**src/rtl/xlen_pipe_addsub.sv**
```systemverilog
// Pipelined XLEN-bit adder/subtractor: one W=XLEN/STAGES-bit slice per stage, carry registered between stages.
// Latency: STAGES cycles from in_valid&in_ready to out_valid. Throughput is 1 op/cycle.
// Backpressure: out_ready=0 freezes the last stage. Upstream bubbles fill, then in_ready drops.
//
// Ports:
//   clk, rst            rising-edge clock, asynchronous active-high reset
//   flush               synchronous drop of every in-flight operation; blocks acceptance that cycle
//   in_valid/in_ready   operand handshake (in1, in2, ci, add_sub)
//   out_valid/out_ready result handshake (sum, co, v, z)
module xlen_pipe_addsub #(
  parameter int XLEN   = 64,
  parameter int STAGES = 4
) (
  input  logic            clk,
  input  logic            rst,
  input  logic            flush,
  input  logic            in_valid,
  output logic            in_ready,
  input  logic [XLEN-1:0] in1,
  input  logic [XLEN-1:0] in2,
  input  logic            ci,
  input  logic            add_sub,
  output logic            out_valid,
  input  logic            out_ready,
  output logic [XLEN-1:0] sum,
  output logic            co,
  output logic            v,
  output logic            z
);

  localparam int W = (STAGES >= 1) ? XLEN / STAGES : XLEN;

  generate
    if (STAGES < 1 || (XLEN % ((STAGES < 1) ? 1 : STAGES)) != 0) begin : g_param_check
      $fatal(1, "xlen_pipe_addsub: XLEN must be a multiple of STAGES and STAGES >= 1");
    end
  endgenerate

  // Per-stage state. a_q/b_q carry the operands (b already conditionally
  // inverted), s_q the sum bits produced so far, c_q the carry into the next slice.
  logic [STAGES-1:0]           vld_q;
  logic [STAGES-1:0][XLEN-1:0] a_q;
  logic [STAGES-1:0][XLEN-1:0] b_q;
  logic [STAGES-1:0][XLEN-1:0] s_q;
  logic [STAGES-1:0]           c_q;
  logic                        v_q;
  logic                        z_q;

  // Stage load enables and the values each stage would capture.
  logic [STAGES-1:0]           ld;
  logic [STAGES-1:0]           src_vld;
  logic [STAGES-1:0][XLEN-1:0] src_a;
  logic [STAGES-1:0][XLEN-1:0] src_b;
  logic [STAGES-1:0][XLEN-1:0] src_s;
  logic [STAGES-1:0]           src_c;
  logic [STAGES-1:0][XLEN-1:0] nxt_s;
  logic [STAGES-1:0]           nxt_c;
  logic [W:0]                  slice_sum;
  logic                        nxt_v;
  logic                        nxt_z;

  // A stage loads when empty or when its occupant moves on. Since a full
  // stage moves on exactly when the next stage loads, ld[k] reduces to
  // ~vld_q[k] | ld[k+1]; the chain is combinational back from out_ready.
  always_comb begin
    ld = '0;
    ld[STAGES-1] = ~vld_q[STAGES-1] | out_ready;
    for (int k = STAGES - 2; k >= 0; k--) begin
      ld[k] = ~vld_q[k] | ld[k+1];
    end
    in_ready = ld[0] & ~flush & ~rst;
  end

  always_comb begin
    src_vld   = '0;
    src_a     = '0;
    src_b     = '0;
    src_s     = '0;
    src_c     = '0;
    nxt_s     = '0;
    nxt_c     = '0;
    slice_sum = '0;

    // Subtract is A + ~B + ~borrow_in, so the effective carry-in is ci ^ add_sub.
    src_vld[0] = in_valid & in_ready;
    src_a[0]   = in1;
    src_b[0]   = add_sub ? ~in2 : in2;
    src_c[0]   = ci ^ add_sub;
    src_s[0]   = '0;
    for (int k = 1; k < STAGES; k++) begin
      src_vld[k] = vld_q[k-1];
      src_a[k]   = a_q[k-1];
      src_b[k]   = b_q[k-1];
      src_c[k]   = c_q[k-1];
      src_s[k]   = s_q[k-1];
    end

    for (int k = 0; k < STAGES; k++) begin
      slice_sum = {1'b0, src_a[k][k*W +: W]} + {1'b0, src_b[k][k*W +: W]}
                + {{W{1'b0}}, src_c[k]};
      nxt_s[k]          = src_s[k];
      nxt_s[k][k*W +: W] = slice_sum[W-1:0];
      nxt_c[k]          = slice_sum[W];
    end

    // Flags only become known once the top slice is done.
    nxt_v = (src_a[STAGES-1][XLEN-1] == src_b[STAGES-1][XLEN-1])
          & (nxt_s[STAGES-1][XLEN-1] != src_a[STAGES-1][XLEN-1]);
    nxt_z = ~|nxt_s[STAGES-1];
  end

  always_ff @(posedge clk or posedge rst) begin
    if (rst) begin
      vld_q <= '0;
      a_q   <= '0;
      b_q   <= '0;
      s_q   <= '0;
      c_q   <= '0;
      v_q   <= 1'b0;
      z_q   <= 1'b0;
    end else begin
      for (int k = 0; k < STAGES; k++) begin
        if (flush) begin
          vld_q[k] <= 1'b0;
        end else if (ld[k]) begin
          vld_q[k] <= src_vld[k];
        end
        // Data only moves with a valid beat, so idle-cycle operand X never lands here.
        if (ld[k] && src_vld[k]) begin
          a_q[k] <= src_a[k];
          b_q[k] <= src_b[k];
          s_q[k] <= nxt_s[k];
          c_q[k] <= nxt_c[k];
        end
      end
      if (ld[STAGES-1] && src_vld[STAGES-1]) begin
        v_q <= nxt_v;
        z_q <= nxt_z;
      end
    end
  end

  assign out_valid = vld_q[STAGES-1];
  assign sum       = s_q[STAGES-1];
  assign co        = c_q[STAGES-1];
  assign v         = v_q;
  assign z         = z_q;

  // Operand bits below the slice already consumed, and the last stage's
  // operand copies apart from their MSBs, are intentionally dead.
  logic unused_bits;
  assign unused_bits = ^{a_q, b_q, src_a, src_b};

endmodule

```
**config.mk**
```make
export PLATFORM = sky130hd
export DESIGN_NAME = xlen_pipe_addsub
export DESIGN_NICKNAME = d
export VERILOG_FILES = /design/src/rtl/xlen_pipe_addsub.sv
export SDC_FILE = /design/constraint.sdc
export NUM_CORES = 1
export LEC_CHECK = 0
export BUFFER_PORTS_ARGS = -buffer_cell sky130_fd_sc_hd__buf_2
export CAP_MARGIN = 20
export CORE_ASPECT_RATIO = 1.4
export CORE_MARGIN = 8
export CORE_UTILIZATION = 42
export DETAILED_ROUTE_END_ITERATION = 7
export PLACE_DENSITY = 0.59
export SYNTH_ARGS = -nofsm -noshare
export SYNTH_HDL_FRONTEND = slang
export SYNTH_SLANG_ARGS = --single-unit
```
**constraint.sdc**
```tcl
create_clock -name clk -period 18.4 [get_ports clk]
set_input_delay 1.84 -clock clk [delete_from_list [all_inputs] [get_ports clk]]
set_output_delay 1.84 -clock clk [all_outputs]
set_load 0.01 [all_outputs]
```
==> results.md, run 1 <==
* Max VDD drop at 69.00 uV
* Vias at 11,810
* Die H at 251.8 um
* Gpl congestion at 0.8141
* Top FF cell, synth: dfrtp_1
* Synth unique cells at 59
* P&R area growth vs syn at 16.54%
* Clock group share of total power at 29.1%
* CP Capture Type: output port
* Setup violations, final at 0
* CTS Buf Count at 38
* Max Freq at 205.4 MHz
* Initial antenna violation count at 0
* Rows at 86
* Synth top area cells: dfrtp_1, nand2_1, mux2_2, ha_1, xnor2_1
* Share of layout cells above drive strength 1 at 19.00%
* CTS tree: yes
* Crit path DAT at 3.03 ns
* CP startpoint kind: input pin
* Setup Crit Path Kind: input pin to output port
* Most common cell in the netlist: nand2_1
* DRT Pass-1 Iters at 4
* Cell mode on critical path: buf_2
* Buf/Inv on CP at 2
* Hold path start: a_q[39]
* Worst path required time at 16.56 ns
* CTS H-tree lvls at 2
* Core area at 0.03928 mm2
* Final wirelength at 39,390 um
* Setup Skew at 0.01726 ns
* Max_slew headroom at 32.98%
* Sink Count at 362
* Hold-fix buffers at CTS at 0
* WHS Endpoint: a_q[103]
* Yosys top cell area share at 54.29%
* # nets final at 2,043
* Pin count of the biggest net entering global routing at 95
* Post-synthesis sequential area ratio at 54.29%
* Max incr delay on CP at 0.48 ns
* Max-cap violations at 0
* Worst reg2reg path endpoint: z
* Worst slew pin tran at 0.9962 ns
* Final hold vios at 0
* Most frequent cells after synthesis: nand2_1, dfrtp_1, o21ai_0
* Die width at 184.5 um
* Synth Warn # at 0
* Switch share at 31.57%
* Vias in the first global route at 12,180
* Synth Register Bits at 362
* Number of flops mapped to enable cells by yosys at 0
* Net Count, Synth at 1,863
* Reg2reg start: a_q[176]
* Clk root buf: clkbuf_16
* CP cell instances: buf_2, nor2b_1, and3_1, a211oi_1, buf_2
* Total power draw at 2542 uW
* DPL Wire Length at 28,280 um
* Post-synth ARST share at 100.0%
* Worst Reg-to-Reg Cells at 11
* Post-synth top area cell: dfrtp_1
* ANT cells at 0
* Synth Area per Inst at 10.05 um2
* Power per Cell Area at 130.7 mW/mm2
* NetSw at 802.7 uW
* DIE AREA at 0.04645 mm2
* Routed vias/inst at 4.939
* P_leak at 0.009844 uW
* Setup repair bufs after CTS at 0
* Area of the mapped netlist at 0.01669 mm2
* GRT Overall Usage at 17.16%
* Initial core utilization at 42.48%
* I/O Pins at 204
* Clock transition at the registers of the reported paths at 0.05 ns
* Min Tclk post-route at 4.869 ns
* Sequential share of power at 45.7%
* CTS resizes at 0
* Status: finished clean
* Maximum buffer depth of the clock tree at 3
* Total grt overflow at 0
* Peak fanout along the critical path at 5
* Slowest CP cell: a211oi_1
* Unrepaired setup endpoints after global routing: no
* Hold path depth at 2
* Final period util at 26.46%
* Comb power frac at 25.2%
* First-pass GRT wire length at 64,340 um
* Drt wl/cell at 16.47 um
* Worst Hold Class: flip-flop to flip-flop
* DRT iter0 DRCs at 686
* Worst skew pair latency at 0.52 ns
* DRT antenna net count at 0
* FF-to-FF setup slack at 15.05 ns
* Crit-path leading delay family: compound AO/OA/AOI/OAI gates
* Port Buffers at 203
* Setup tns final at 0 ns
* DRC errors left at 0
* Cells after synthesis at 1,660
* Pint at 1740 uW
* Max Slew Vio Count at 0
stage by stage:
stage	instance area (um2)	worst slack [ns]	hold WS, ns	util, %	instances
floorplan	16690	6.513	0.4331	-	1660
global placement	18200	13.12	0.4479	46.34	2326
detailed placement	18200	13.08	0.4501	46.34	2326
CTS	19390	13.52	0.4652	49.37	2389
global route	19450	13.46	0.4757	49.51	2391
finish	19450	13.53	0.4610	49.51	2391
cells by family after synthesis:
logic type	Yosys count	synth area share, %
adder cells (fa/ha/maj)	68	5.459
multiplexers	108	7.274
AO/OA/AOI/OAI	232	8.293
XOR/XNOR	110	5.774
buffers and inverters	99	2.249
flip-flops	362	54.29
AND/OR/NAND/NOR	681	16.66
sequential cells by signal (all words and copies together) (netlist names):
signal / flops
a_q: 96
b_q: 96
nxt_s: 96
sum: 64
c_q: 4
vld_q: 4
v: 1
z: 1
how the worst max path moves through the flow:
stage	from	to	cells past startpoint
5_1_grt	out_ready	in_ready	5
6_report	out_ready	in_ready	5
2_1_floorplan	rst	a_q[100]	1
4_1_cts	out_ready	in_ready	5
3_3_place_gp	rst	b_q[189]	5
3_5_place_dp	rst	b_q[191]	5
power by group through the flow:
stage                     registers, uW  logic (uW)  clock network (uW)
final                              1160         641                 739
after global routing               1190         732                 789
after CTS                          1170         652                 761
after detailed placement           1180         648                   0
after global placement             1170         633                   0
after floorplan                    1150         437                   0
tightest hold or removal path, stage by stage (launching register included):
cell and delay (ns):
dfrtp_1 0.34, nand2_1 0.05, nand2_1 0.04
area by class of cell:
class | count | area [um2]
Multi-Input combinational cell | 1199 | 7286
Sequential cell | 362 | 9059
Timing Repair Buffer | 216 | 1156
Clock inverter | 13 | 123.9
Clock buffer | 50 | 1067
Fill cell | 3711 | 19830
Tap cell | 528 | 660.6
Inverter | 23 | 93.84
placed cells by master (no fill, tap or decap), drive strengths merged, types with 5 or more instances in the layout:
cell type,Yosys,layout
a211oi,10,10
a21o,12,12
a21oi,42,42
and3,5,5
buf,6,216
clkbuf,70,50
clkinv,0,8
dfrtp,362,362
fa,8,8
ha,60,60
inv,23,24
mux2,106,106
nand2,547,547
nand2b,12,12
nand3,11,11
nand4,7,7
nor2,42,42
nor2b,9,9
nor3,14,14
nor4,11,11
o21a,10,10
o21ai,115,115
o31ai,11,11
or3,7,7
xnor2,69,69
xor2,41,41
layer usage:
metal  global-route usage (%)  part of all wire, %
met2                    30.32                   50
met3                    2.491                  3.6
met4                    4.620                  2.1
met5                        0                    0
met1                    21.57                   44
(Power assumes the default switching activity.)
==> run 2: changes to the inputs <==
Clock period 18.4 ns to 4.7 ns, I/O delays scaled along.
==> run 2 against run 1 <==
Net effect: die area unchanged; sequential share of layout area fell by 0.26 points; sequential cell count stayed put; final area is 0.57% higher; critical path depth is 6 higher; hold slack worse by 0.33 ns; core utilization increased by 0.28 points; via count is 0.54% lower; first-iteration DRC count is 36% lower; power grew to 4.0 times the previous value; global-route usage grew 0.11 points; combinational power grew to 3.9 times the previous value; largest cell class unchanged.
==> results.md, run 2 (synthesized netlist as in run 1, its figures left out) <==
* DRT Pass-1 Iters at 4 (unchanged)
* Max VDD drop at 223.0 uV (+220%)
* FF-to-FF setup slack at 1.37 ns (-13.68 ns)
* Final wirelength at 39,450 um (+0.14%)
* Most common cell after layout, fill and taps aside: nand2_1
* Final Non-Filler Cells at 2,404 (+0.54%)
* Worst path required time at 5.15 ns (-11.41 ns)
* Die H at 251.8 um (unchanged)
* Sink Count at 362 (unchanged)
* P&R area growth vs syn at 17.20%
* Gpl congestion at 0.8229 (+1.1%)
* CP Capture Type: flip-flop
* Util after Layout at 49.79% (+0.28 points)
* Setup violations, final at 0 (unchanged)
* Max-cap violations at 0 (unchanged)
* DRT iter0 DRCs at 439 (-36%)
* Inst Count DP at 2,331 (+0.21%)
* Vias in the first global route at 12,380 (+1.6%)
* Setup WS pre-CTS at 1.244 ns (-11.83 ns)
* CTS tree: yes
* Worst Hold Class: input pin to flip-flop
* First-pass GRT wire length at 64,720 um (+0.58%)
* Final hold vios at 0 (unchanged)
* DPL Wire Length at 28,850 um (+2.0%)
* Clk root buf: clkbuf_16
* DRT antenna net count at 0 (unchanged)
* Vias at 11,740 (-0.54%)
* Maximum buffer depth of the clock tree at 3 (unchanged)
* Max Freq at 300.4 MHz
* Setup Crit Path Kind: flip-flop to flip-flop
* P_leak at 0.009884 uW (+0.41%)
* Die width at 184.5 um (unchanged)
* Drt wl/cell at 16.41 um (-0.40%)
* Unrepaired setup endpoints after global routing: no
* Min Tclk post-route at 3.329 ns
* I/O Pins at 204 (unchanged)
* Rows at 86 (unchanged)
* CTS Buf Count at 39 (+2.6%)
* Total power draw at 10,070 uW (+300%)
* Pin count of the biggest net entering global routing at 119 (+25%)
* Max Slew Vio Count at 0 (unchanged)
* Final period util at 70.83%
* Final Instance Area at 0.01956 mm2 (+0.57%)
* Peak fanout along the critical path at 2 (-3)
* DIE AREA at 0.04645 mm2 (unchanged)
* DRC errors left at 0 (unchanged)
* Share of layout cells above drive strength 1 at 19.15% (+0.15 points)
* # nets final at 2,049 (+0.29%)
* CTS resizes at 0 (unchanged)
* Initial core utilization at 42.48% (unchanged)
* Worst skew pair latency at 0.54 ns (+0.02 ns)
* CP startpoint kind: flip-flop
* Setup Skew at 0.02326 ns (+0.005996 ns)
* Placed inst area at 0.01827 mm2 (+0.39%)
* Port Buffers at 203 (unchanged)
* Total grt overflow at 0 (unchanged)
* Crit path DAT at 3.78 ns (+0.75 ns)
* Clock transition at the registers of the reported paths at 0.06 ns (about the same)
* Initial antenna violation count at 3 (+3)
* Core area at 0.03928 mm2 (unchanged)
* Commonest cells after routing, fill and taps aside: nand2_1, dfrtp_1, buf_2
* GRT Overall Usage at 17.27% (+0.11 points)
* CTS H-tree lvls at 2 (unchanged)
* Routed vias/inst at 4.885 (-1.1%)
* Worst slew pin tran at 1.004 ns (+0.007764 ns)
* Setup ws final at 1.371 ns (-12.16 ns)
* Power per Cell Area at 514.9 mW/mm2 (+290%)
* Status: finished clean
* Max_slew headroom at 33.07% (+0.095 points)
==> run 2: cell count changes in the layout (fill, tap and decap cells not counted), sizes merged <==
cell / before / now
buf: 216 / 220
clkbuf: 50 / 57
clkinv: 8 / 7
clkinvlp: 2 / 4
diode: 0 / 1
dlygate4sd3: 0 / 1
inv: 24 / 23
==> run 2: per-stage QoR <==
step / hold WS [ns] / setup TNS (ns)
after global routing: 0.1187 / 0
after detailed placement: 0.4484 / 0
after CTS: 0.1040 / 0
after global placement: 0.4480 / 0
after floorplan: 0.4331 / -225.98
final: 0.1356 / 0
==> run 2: worst max-delay path, cell delays in order, from the launching register on <==
cell and delay (ns):
dfrtp_1 0.38, fa_1 0.25, inv_1 0.07, fa_1 0.51, nor4b_1 0.48, nand4_1 0.16, nor2_1 0.25, nand4_1 0.14
nor2_1 0.12, nand4_1 0.12, or4bb_1 0.55, o31ai_2 0.19
==> run 2: final timing paths <==
path                       startpoint    endpoint  depth (start not counted)
max reg2reg                  a_q[176]           z                         11
min                           in1[29]     a_q[29]                          2
max                          a_q[176]           z                         11
min reg2reg                nxt_s[148]  nxt_s[212]                          2
min in group asynchronous         rst     sum[14]                          3
max in group asynchronous         rst     b_q[41]                          5
==> run 2: final cells by class <==
type | instances | area, um2
antenna | 1 | 2.502
clock buffer | 57 | 1115
clock inverter | 13 | 137.6
fill | 3710 | 19720
inverter | 23 | 90.09
multi-input combinational | 1199 | 7286
sequential | 362 | 9059
tap | 528 | 660.6
timing repair buffer | 221 | 1206
==> run 2: power by group <==
group	internal, uW	total (uW)	switching, uW
sequential	3980	4550	573
clock	1760	3000	1230
combinational	1140	2520	1380
total	6880	10100	3190
==> run 2: layer usage <==
layer / global-route usage (%) / vias to the layer above / share of wire [%]
li1: - / 5924 / -
met2: 29.82 / 192 / 50
met3: 3.124 / 55 / 3.9
met1: 21.56 / 5571 / 43
met4: 5.590 / 2 / 2.7
met5: 0 / - / 0.033
==> run 2: what timing repair did <==
item                                   4_1_cts  5_1_grt
hold buffers                                 0        1
endpoints found under the hold margin        0       12
setup buffers                                0        0
